<file path="config.mk">
export PLATFORM = sky130hd
export DESIGN_NAME = ahb_iopmp_loader_flat
export DESIGN_NICKNAME = d
export VERILOG_FILES = /design/src/rtl/ahb_enum.sv /design/src/rtl/ahb_iopmp_loader_if.sv /design/src/rtl/iopmp_cfg_table.sv /design/src/rtl/ahb_iopmp_loader.sv /design/src/flat_wrapper.sv
export SDC_FILE = /design/constraint.sdc
export NUM_CORES = 1
export LEC_CHECK = 0
export CAP_MARGIN = 20
export CELL_PAD_IN_SITES_DETAIL_PLACEMENT = 1
export CELL_PAD_IN_SITES_GLOBAL_PLACEMENT = 1
export CORE_MARGIN = 8
export CORE_UTILIZATION = 46
export CTS_BUF_LIST = sky130_fd_sc_hd__clkbuf_4
export DETAILED_ROUTE_END_ITERATION = 10
export PLACE_DENSITY = 0.8
export SLEW_MARGIN = 10
export SYNTH_ARGS = -nofsm -noshare
export SYNTH_HDL_FRONTEND = slang
export SYNTH_SLANG_ARGS = --single-unit
</file>
<file path="constraint.sdc">
create_clock -name hclk -period 21.6 [get_ports hclk]
set_input_delay 4.32 -clock hclk [delete_from_list [all_inputs] [get_ports hclk]]
set_output_delay 4.32 -clock hclk [all_outputs]
set_load 0.02 [all_outputs]
</file>
<file path="src/rtl/ahb_enum.sv">
// Shared AHB encodings plus the IOPMP loader register map, state enum and helpers.
// Latency: n/a (types, constants and pure functions only).
// Backpressure: n/a.
package ahb_enum;

    typedef enum logic [1:0] {
        HTRANS_IDLE   = 2'b00,
        HTRANS_BUSY   = 2'b01,
        HTRANS_NONSEQ = 2'b10,
        HTRANS_SEQ    = 2'b11
    } htrans_e;

    typedef enum logic [1:0] {
        HRESP_OKAY  = 2'b00,
        HRESP_ERROR = 2'b01,
        HRESP_RETRY = 2'b10,
        HRESP_SPLIT = 2'b11
    } hresp_e;

    typedef enum logic [2:0] {
        HSIZE_BYTE = 3'b000,
        HSIZE_HALF = 3'b001,
        HSIZE_WORD = 3'b010
    } hsize_e;

    typedef enum logic [2:0] {
        HBURST_SINGLE = 3'b000,
        HBURST_INCR   = 3'b001
    } hburst_e;

    // Privileged data access, non-bufferable, non-cacheable.
    localparam logic [3:0] HPROT_PRIV_DATA = 4'b0011;

    // IOPMP config port register map, byte offsets from the port base.
    localparam logic [31:0] IOPMP_CTRL_OFS     = 32'h00;
    localparam logic [31:0] IOPMP_CTRL_STRIDE  = 32'h04;
    localparam logic [31:0] IOPMP_ENTRY_OFS    = 32'h10;
    localparam logic [31:0] IOPMP_PORT_STRIDE  = 32'h40;
    localparam logic [31:0] IOPMP_ENTRY_STRIDE = 32'h08;
    localparam logic [31:0] IOPMP_MASK_OFS     = 32'h04;

    typedef enum logic [2:0] {
        LD_IDLE,
        LD_DIS,
        LD_REG,
        LD_ENA,
        LD_DRAIN,
        LD_ERR
    } ld_state_e;

    typedef struct packed {
        logic [31:0] mask;
        logic [31:0] base;
    } region_t;

    function automatic logic [31:0] iopmp_ctrl_ofs(input logic p);
        return IOPMP_CTRL_OFS + (p ? IOPMP_CTRL_STRIDE : 32'h0);
    endfunction

    function automatic logic [31:0] iopmp_base_ofs(input logic p, input logic [2:0] i);
        return IOPMP_ENTRY_OFS + (p ? IOPMP_PORT_STRIDE : 32'h0)
             + IOPMP_ENTRY_STRIDE * {29'b0, i};
    endfunction

    // Lowest enabled region index >= from; 8 means none left.
    function automatic logic [3:0] next_en(input logic [7:0] en, input logic [3:0] from);
        logic [3:0] r;
        r = 4'd8;
        for (int i = 7; i >= 0; i--) begin
            if (en[i] && (4'(i) >= from)) r = 4'(i);
        end
        return r;
    endfunction

endpackage

</file>
<file path="src/rtl/ahb_iopmp_loader_if.sv">
// AHB-lite master bus bundle used between the loader and the IOPMP config port.
// Latency: n/a (wiring only).
// Backpressure: slave stretches transfers with hready, reports faults on hresp.
interface ahb_iopmp_loader_if #(
    parameter int ADDR_WIDTH = 32,
    parameter int DATA_WIDTH = 32
);
    import ahb_enum::*;

    logic [ADDR_WIDTH-1:0] haddr;
    htrans_e               htrans;
    logic                  hwrite;
    hsize_e                hsize;
    hburst_e               hburst;
    logic [3:0]            hprot;
    logic [DATA_WIDTH-1:0] hwdata;
    logic                  hready;
    hresp_e                hresp;

    modport master (
        output haddr, htrans, hwrite, hsize, hburst, hprot, hwdata,
        input  hready, hresp
    );

    modport slave (
        input  haddr, htrans, hwrite, hsize, hburst, hprot, hwdata,
        output hready, hresp
    );

endinterface

</file>
<file path="src/rtl/iopmp_cfg_table.sv">
// 8-entry region table {mask, base}: one synchronous write port, one combinational read port.
// Latency: write visible the cycle after we; read is same-cycle.
// Backpressure: none; writer gates we itself.
module iopmp_cfg_table
    import ahb_enum::*;
(
    input  logic       hclk,
    input  logic       hreset,
    input  logic       we,
    input  logic [2:0] wr_idx,
    input  region_t    wr_dat,
    input  logic [2:0] rd_idx,
    output region_t    rd_dat
);

    region_t mem [8];

    // Register file storage, cleared on reset.
    always_ff @(posedge hclk or posedge hreset) begin
        if (hreset) begin
            for (int i = 0; i < 8; i++) mem[i] <= '0;
        end else if (we) begin
            mem[wr_idx] <= wr_dat;
        end
    end

    assign rd_dat = mem[rd_idx];

endmodule

</file>
<file path="src/rtl/ahb_iopmp_loader.sv">
// Programs an IOPMP port over AHB: disable CTRL, write BASE/MASK per enabled region, enable CTRL.
// Latency: first NONSEQ the cycle after start; done one cycle after the last data phase.
// Backpressure: all bus outputs hold while hready=0; ERROR response aborts and flags err.
module ahb_iopmp_loader
    import ahb_enum::*;
#(
    parameter int                    ADDR_WIDTH = 32,
    parameter int                    DATA_WIDTH = 32,
    parameter logic [ADDR_WIDTH-1:0] BASE_ADDR  = '0
) (
    input  logic        hclk,
    input  logic        hreset,
    input  logic        tbl_we,
    input  logic [2:0]  tbl_idx,
    input  logic [31:0] tbl_base,
    input  logic [31:0] tbl_mask,
    input  logic        start,
    input  logic        port_sel,
    input  logic [7:0]  en,
    output logic        busy,
    output logic        done,
    output logic        err,
    ahb_iopmp_loader_if.master bus
);

    ld_state_e   state;
    logic [31:0] wdata_q;    // data for the transfer currently in its address phase
    logic [2:0]  idx;
    logic        half;       // 0: BASE of idx on the bus, 1: MASK of idx
    logic        psel;
    logic [7:0]  en_q;
    logic [3:0]  nxt_from;
    logic [3:0]  nxt;
    logic [2:0]  rd_idx;
    logic        data_phase;
    region_t     wr_dat;
    region_t     rd_dat;

    function automatic logic [ADDR_WIDTH-1:0] ctrl_addr(input logic p);
        return BASE_ADDR + ADDR_WIDTH'(iopmp_ctrl_ofs(p));
    endfunction

    function automatic logic [ADDR_WIDTH-1:0] base_addr(input logic p, input logic [2:0] i);
        return BASE_ADDR + ADDR_WIDTH'(iopmp_base_ofs(p, i));
    endfunction

    assign nxt_from   = (state == LD_DIS) ? 4'd0 : ({1'b0, idx} + 4'd1);
    assign nxt        = next_en(en_q, nxt_from);
    // MASK of the current region still pending, otherwise look ahead to the next region's BASE.
    assign rd_idx     = (state == LD_REG && !half) ? idx : nxt[2:0];
    // Every address phase after the first one overlaps the previous data phase.
    assign data_phase = (state != LD_DIS);
    assign wr_dat     = '{mask: tbl_mask, base: tbl_base};

    assign bus.hsize  = HSIZE_WORD;
    assign bus.hburst = HBURST_SINGLE;
    assign bus.hprot  = HPROT_PRIV_DATA;

    iopmp_cfg_table u_tbl (
        .hclk   (hclk),
        .hreset (hreset),
        .we     (tbl_we && (state == LD_IDLE)),
        .wr_idx (tbl_idx),
        .wr_dat (wr_dat),
        .rd_idx (rd_idx),
        .rd_dat (rd_dat)
    );

    // Sequencer: advances one pipelined transfer per hready-qualified cycle, registered bus outputs.
    always_ff @(posedge hclk or posedge hreset) begin
        if (hreset) begin
            state      <= LD_IDLE;
            bus.haddr  <= BASE_ADDR;
            bus.htrans <= HTRANS_IDLE;
            bus.hwrite <= 1'b0;
            bus.hwdata <= '0;
            wdata_q    <= '0;
            idx        <= '0;
            half       <= 1'b0;
            psel       <= 1'b0;
            en_q       <= '0;
            busy       <= 1'b0;
            done       <= 1'b0;
            err        <= 1'b0;
        end else begin
            done <= 1'b0;
            case (state)
                LD_IDLE: begin
                    if (start) begin
                        state      <= LD_DIS;
                        psel       <= port_sel;
                        en_q       <= en;
                        err        <= 1'b0;
                        busy       <= 1'b1;
                        bus.haddr  <= ctrl_addr(port_sel);
                        bus.htrans <= HTRANS_NONSEQ;
                        bus.hwrite <= 1'b1;
                        wdata_q    <= '0;
                    end
                end
                LD_DIS, LD_REG, LD_ENA: begin
                    if (data_phase && !bus.hready && bus.hresp == HRESP_ERROR) begin
                        // Cancel the pending address phase; data phase finishes in LD_ERR.
                        state      <= LD_ERR;
                        bus.htrans <= HTRANS_IDLE;
                        bus.hwrite <= 1'b0;
                    end else if (bus.hready) begin
                        bus.hwdata <= DATA_WIDTH'(wdata_q);
                        if (state == LD_ENA) begin
                            state      <= LD_DRAIN;
                            bus.htrans <= HTRANS_IDLE;
                            bus.hwrite <= 1'b0;
                            bus.haddr  <= BASE_ADDR;
                        end else if (state == LD_REG && !half) begin
                            half      <= 1'b1;
                            bus.haddr <= bus.haddr + ADDR_WIDTH'(IOPMP_MASK_OFS);
                            wdata_q   <= rd_dat.mask;
                        end else if (nxt[3]) begin
                            state     <= LD_ENA;
                            bus.haddr <= ctrl_addr(psel);
                            wdata_q   <= {24'h0, en_q};
                        end else begin
                            state     <= LD_REG;
                            idx       <= nxt[2:0];
                            half      <= 1'b0;
                            bus.haddr <= base_addr(psel, nxt[2:0]);
                            wdata_q   <= rd_dat.base;
                        end
                    end
                end
                LD_DRAIN: begin
                    if (!bus.hready && bus.hresp == HRESP_ERROR) begin
                        state <= LD_ERR;
                    end else if (bus.hready) begin
                        state      <= LD_IDLE;
                        busy       <= 1'b0;
                        done       <= 1'b1;
                        bus.hwdata <= '0;
                    end
                end
                LD_ERR: begin
                    if (bus.hready) begin
                        state      <= LD_IDLE;
                        busy       <= 1'b0;
                        done       <= 1'b1;
                        err        <= 1'b1;
                        bus.hwdata <= '0;
                        bus.haddr  <= BASE_ADDR;
                    end
                end
                default: state <= LD_IDLE;
            endcase
        end
    end

endmodule
</file>
<file path="src/flat_wrapper.sv">
// flat-port wrapper written by rule: the top's interface ports become plain ports
module ahb_iopmp_loader_flat import ahb_enum::*;
#(
    parameter int                    ADDR_WIDTH = 32,
    parameter int                    DATA_WIDTH = 32,
    parameter logic [ADDR_WIDTH-1:0] BASE_ADDR  = '0
)
  (hclk, hreset, tbl_we, tbl_idx, tbl_base, tbl_mask, start, port_sel, en, busy, done, err, bus_haddr, bus_htrans, bus_hwrite, bus_hsize, bus_hburst, bus_hprot, bus_hwdata, bus_hready, bus_hresp);
  ahb_iopmp_loader_if #(.ADDR_WIDTH(ADDR_WIDTH), .DATA_WIDTH(DATA_WIDTH)) bus_i ();
  input  logic hclk;
  input  logic hreset;
  input  logic tbl_we;
  input  logic [2:0] tbl_idx;
  input  logic [31:0] tbl_base;
  input  logic [31:0] tbl_mask;
  input  logic start;
  input  logic port_sel;
  input  logic [7:0] en;
  output logic busy;
  output logic done;
  output logic err;
  output wire logic [$bits(bus_i.haddr)-1:0] bus_haddr;
  output wire logic [$bits(bus_i.htrans)-1:0] bus_htrans;
  output wire logic [$bits(bus_i.hwrite)-1:0] bus_hwrite;
  output wire logic [$bits(bus_i.hsize)-1:0] bus_hsize;
  output wire logic [$bits(bus_i.hburst)-1:0] bus_hburst;
  output wire logic [$bits(bus_i.hprot)-1:0] bus_hprot;
  output wire logic [$bits(bus_i.hwdata)-1:0] bus_hwdata;
  input wire logic [$bits(bus_i.hready)-1:0] bus_hready;
  input wire logic [$bits(bus_i.hresp)-1:0] bus_hresp;
  assign bus_haddr = bus_i.haddr;
  assign bus_htrans = bus_i.htrans;
  assign bus_hwrite = bus_i.hwrite;
  assign bus_hsize = bus_i.hsize;
  assign bus_hburst = bus_i.hburst;
  assign bus_hprot = bus_i.hprot;
  assign bus_hwdata = bus_i.hwdata;
  assign bus_i.hready = bus_hready;
  assign bus_i.hresp = bus_hresp;
  ahb_iopmp_loader #(.ADDR_WIDTH(ADDR_WIDTH), .DATA_WIDTH(DATA_WIDTH), .BASE_ADDR(BASE_ADDR)) u_core (.hclk(hclk), .hreset(hreset), .tbl_we(tbl_we), .tbl_idx(tbl_idx), .tbl_base(tbl_base), .tbl_mask(tbl_mask), .start(start), .port_sel(port_sel), .en(en), .busy(busy), .done(done), .err(err), .bus(bus_i));
endmodule
</file>
# Yosys cells after proc, flatten, opt, wreduce, memory -nomap -nowiden
# Cells that the tools add are included.
[word_totals] mem_bits_ro=0 register_bits=630 inputBits=83 latchBits=0 ramBits=0 out_inout_bits=80 n_memories=0 word_cells=169
[classes] add_sub_neg=4 multipliers=0 bitwise_logic=6 div=0 shift=0 n_mux=69 eq_ne=17 order_cmp=11 reduce_logical=33
[ops] op="32-bit two-way mux" n=17
[ops] op="512-bit bitwise mux" n=1
[ops] op="64-bit binary-select mux with 3-bit select" n=1
[ops] op="64-bit demux with 3-bit select" n=1
[ops] op="64-bit two-way mux" n=3
[ops] op="32-bit case mux with 3 select lines" n=2
[ops] op="32-bit case mux with 2 select lines" n=1
[ops] op="4-bit two-way mux" n=9
[ops] op="32-bit by 3-bit adder with 32-bit output, second input constant" n=1
[ops] op="32-bit by 6-bit adder with 32-bit output" n=1
[ops] op="5-bit by 32-bit adder with 32-bit output, first input constant" n=1
[ops] op="3-bit two-way mux" n=10
[ops] op="3-bit by 4-bit >= comparator with 1-bit output, first input constant" n=4
[ops] op="5-bit AND reduction" n=3
[ops] op="1-bit logical AND" n=14
[ops] op="2-bit != test, second input constant" n=7
[ops] op="1-bit two-way mux" n=13
[ops] op="3-bit case mux with 4 select lines" n=1
[ops] op="3-bit AND reduction" n=3
[ops] op="3-bit nonzero test" n=3
[ops] op="1-bit by 4-bit >= comparator with 1-bit output, first input constant" n=2
[ops] op="2-bit by 4-bit >= comparator with 1-bit output, first input constant" n=2
[ops] op="4-bit >= comparator, second input constant" n=2
[ops] op="2-bit two-way mux" n=4
[ops] op="22 further kinds" n=34

# Logic depth before layout (Yosys ltp)
[depth] ltp_word=23 depth_mapped=13 mapped_depth_nobuf=10

# Modules after synthesis
# Synthesis repeated with hierarchy kept, for this count alone.
[unflattened] hier_cells=1860 area_unflattened_um2=28305.9
[by_module_without_submodules] module="iopmp_cfg_table" seq_area_each_um2=12812.3 cells_each=1315 instances=1 area_per_inst_um2=22839.4
[by_module_without_submodules] module="ahb_iopmp_loader" seq_area_each_um2=2852.7 cells_each=545 instances=1 area_per_inst_um2=5466.5

# Worst setup path before layout
# OpenSTA, ideal clock, no wires.
[synth_path] path_kind="input-to-reg" start="input bus_hready" end="register u_core.bus.haddr[31]" setup_time_ns=0.078 arrival_time_ns=6.255 path_buffers=2 required_ns=21.522 path_stages=10 setup_slack_ns=15.267 cell_sequence="clkbuf_1 -> nor2b_1 -> and2_1 -> or2_2 -> clkbuf_1 -> nand3_1 -> nor3_1 -> nand3_1 -> or3_1 -> a21oi_1"
[synth_between] elab_chain_len=5
[synth_rtl] element="start, declared" line="flat_wrapper.sv:29" text="input wire logic [$bits(bus_i.hready)-1:0] bus_hready;"
[synth_rtl] element="1-bit zero test" line="ahb_iopmp_loader.sv:102" text="if (data_phase && !bus.hready && bus.hresp == HRESP_ERROR) begin"
[synth_rtl] element="1-bit logical AND (2 in series)" line="ahb_iopmp_loader.sv:102"
[synth_rtl] element="2-bit != test (no line)"
[synth_rtl] element="5-bit AND reduction (no line) *"
[synth_rtl] element="end signal, assigned" line="ahb_iopmp_loader.sv:95" text="bus.haddr <= ctrl_addr(port_sel);"
[synth_rtl] element="end signal, assigned" line="ahb_iopmp_loader.sv:116" text="bus.haddr <= bus.haddr + ADDR_WIDTH'(IOPMP_MASK_OFS);"
[synth_rtl] element="end signal, assigned" line="ahb_iopmp_loader.sv:120" text="bus.haddr <= ctrl_addr(psel);"
[synth_rtl] element="end, declared" line="ahb_iopmp_loader_if.sv:21" text="output haddr, htrans, hwrite, hsize, hburst, hprot, hwdata,"
# Mark *: on every way between the ends. The rest lies on a longest branch, timed or not.
# A chain may end at the register's enable or synchronous reset.

# Final worst setup path
[layout_path] start="input tbl_we" end="register u_core.u_tbl.mem[291] (netlist name)"
[layout_between] elab_chain_len=1
[layout_rtl] element="start, declared" line="flat_wrapper.sv:12" text="input logic tbl_we;"
[layout_rtl] element="1-bit logical AND" line="ahb_iopmp_loader.sv:62" text=".we (tbl_we && (state == LD_IDLE)),"
[layout_rtl] element="end signal, assigned by index" line="iopmp_cfg_table.sv:23" text="mem[wr_idx] <= wr_dat;"
[layout_rtl] element="end, declared" line="iopmp_cfg_table.sv:16" text="region_t mem [8];"
# Every way passes these cells.

==> reports/metrics.cfg <==
[placement]
dpl.hpwl_um=51180
port_buffers=149
place.gp.congestion=0.8261
dpl.cell_count=3285

[worst_setup_path]
reg2reg_depth=10
cp-start-kind=primary input
cp-startpoint=tbl_we
crit_required_ns=22.43
crit_type=in2reg
reg2reg_from=u_core.state[0]
endpoint_kind=flip-flop
reg2reg_setup_slack_ns=16.09
reg2reg_to=u_core.wdata_q[4]
cp.arrival_ns=7.47
crit_fanout=51

[sta]
setup_violations=0
min_period_ns=6.644
drv_slew=0
hold_ws_ns=0.5036
rsz0062_at_grt=false
clock.fmax_mhz=150.5
finalHoldViolCount=0
setup_tns_ns=0
slew_headroom_pct=28.96
skew_ns=0.05071
worst_slew_pin_slew_ns=1.066
min_period_over_period_pct=30.76

[floorplan]
core_um2=61600
die-area_um2=70420
initial_core_util_pct=46.44
die_width_um=265.4
core.rowCount=91
ios=163
die_y_um=265.4

[clocking]
clkSinkCount=626
cts_setup_buffers=0
hold_buffers=0
cts.repair.resized=0
cts_max_path_buffers=3
htreeDepth=4
clock_latency_ns=1.00
cts_tree=done
cts_buffers=164
cts_root_buffer=clkbuf_4
path_clk_slew_ns=0.06

[synth]
yosys.area.top_type=dfrtp_1
ys.flop_type=dfrtp_1
synth_top_cells_by_area=dfrtp_1 55%, mux2_2 21%, nand2_1 5.6%
syn-mean-instance-area_um2=11.81
ys_async_sr_fraction_pct=100.0
synth-edff-count=0
ys_warn_count=0
synth_seq_cells=626
synth_top_area_share_pct=54.76
synthTopCellsByCount=626 x dfrtp_1, 521 x mux2_2, 426 x nand2_1, 111 x nand3_1, 81 x clkbuf_1
ys_seq_area_share_pct=54.76
syn_inst=2422
synth.distinct_cells=81
yosysMostFrequentCell=dfrtp_1
synth.cell_area_um2=28600

[detailed_routing]
viasPerCell=5.841
vias=20890
wl_per_cell_um=23.98
drtAntennaViolNets=0
drtPass1Iterations=5
drtIter0Drc=1310
wl_um=85770
drc=0

[power]
internal_power_mw=3.420
p_sw_mw=2.782
leakage_nw=14.57
peakVddDrop_mv=0.2441
clock_power_share_pct=17.4
power.density_nw_per_um2=188.0
pwr-share-comb_pct=49.8
netSwitchingFraction_pct=44.85
p_seq_share_pct=32.8

[hold_path]
holdCritStartpoint=u_core.wdata_q[4]
hold_end=u_core.bus.hwdata[4]
hold_class=reg2reg
hold_depth=1

[final_layout]
syn_to_final_growth_pct=15.31
drive_gt1_share_pct=31.76
final_net_count=2703
instances_no_fill=3577
fillers=6468
final_util_pct=53.55

[global_route]
grt_pass1_wl_um=134500
grt_max_degree=172
grt.overflow.total=0
antenna_found_initial=10
grt_usage_pct=24.31
grt_pass1_vias=23260

[run_status]
outcome=complete, no violations

[flow_run]
max_cap_violations=0

[worst max-delay path by stage]
stage	end	cells past startpoint
after floorplan	u_core.bus.haddr[10]	1
after global placement	u_core.u_tbl.mem[280]	7
final	u_core.u_tbl.mem[291]	7
after detailed placement	u_core.u_tbl.mem[276]	7
after global routing	u_core.u_tbl.mem[291]	7
after CTS	bus_haddr[2]	1
[metal layers]
layer	track usage (%)	part of all wire [%]	vias up
met1	31.19	43	10990
met4	9.291	2.4	10
li1	-	-	9111
met2	39.17	48	610
met5	0	0.082	-
met3	6.630	6.5	170
[layout make-up]
cell class / instances / area [um2] / share of cell area, %
Sequential cell: 626 / 15670 / 47.49
Timing Repair Buffer: 189 / 1861 / 5.640
Tap cell: 837 / 1047 / 3.175
Clock inverter: 35 / 285.3 / 0.8648
Inverter: 8 / 33.78 / 0.1024
Antenna cell: 7 / 17.52 / 0.05310
Multi-Input combinational cell: 1628 / 12220 / 37.05
Clock buffer: 247 / 1854 / 5.622
[sequential cells by signal (all words and copies together) (netlist names)]
signal,count
u_core.u_tbl.mem,512
u_core.state,3
u_core.bus.haddr,30
u_core.half,1
u_core.idx,3
u_core.bus.hwrite,1
u_core.bus.hwdata,32
u_core.wdata_q,32
u_core.busy,1
u_core.en_q,8
u_core.done,1
u_core.psel,1
u_core.err,1
[cell families (layout without fill, tap and decap cells)]
logic type | after synthesis | count (layout) | share of synthesized area [%]
and+or+nand+nor | 701 | 701 | 10.62
DFF | 626 | 626 | 54.76
muxes | 595 | 595 | 23.10
AOI/OAI and AO/OA | 298 | 298 | 7.760
buffers and inverters | 179 | 479 | 3.022
xor gates and xnor gates | 18 | 18 | 0.5774
adders and majority gates | 3 | 3 | 0.1312
other | 2 | 20 | 0.02625
[worst max-delay path, cell delays in order]
cell,delay (ns)
clkdlybuf4s50_1,0.46
nor4b_1,0.25
buf_4,0.23
and2_0,0.37
nand3b_1,0.69
buf_4,0.71
mux2_2,0.42
[power by group through the flow]
stage / registers, mW / clock network [mW] / logic (mW)
floorplan: 1.96 / 0 / 2.21
global placement: 1.99 / 0 / 2.93
detailed placement: 2.04 / 0 / 3.05
CTS: 2.02 / 1.11 / 3.07
global route: 2.09 / 1.16 / 3.32
finish: 2.04 / 1.08 / 3.09
[metrics by stage]
step	area (um2)	setup slack [ns]	total power, mW
after floorplan	28650	8.733	4.169
after global placement	30750	14.04	4.912
after detailed placement	30750	14.06	5.087
after CTS	32890	15.06	6.206
after global routing	32980	14.96	6.580
final	32990	14.96	6.202
[cells in the final DEF (no fill, tap or decap), types with 8 or more instances in the layout]
| cell | count |
|---|---|
| dfrtp_1 | 626 |
| mux2_2 | 521 |
| nand2_1 | 424 |
| clkbuf_4 | 247 |
| clkdlybuf4s50_1 | 149 |
| nand3_1 | 110 |
| mux2i_1 | 74 |
| nor2_1 | 71 |
| a31oi_1 | 49 |
| a21oi_1 | 46 |
| o21ai_0 | 38 |
| buf_4 | 35 |
| a22o_1 | 32 |
| a32oi_1 | 31 |
| o221ai_1 | 27 |
| nand4_1 | 23 |
| clkinv_1 | 17 |
| xor2_1 | 13 |
| conb_1 | 13 |
| o211ai_1 | 10 |
| or3_1 | 8 |
Power figures use the tool's default switching activity.
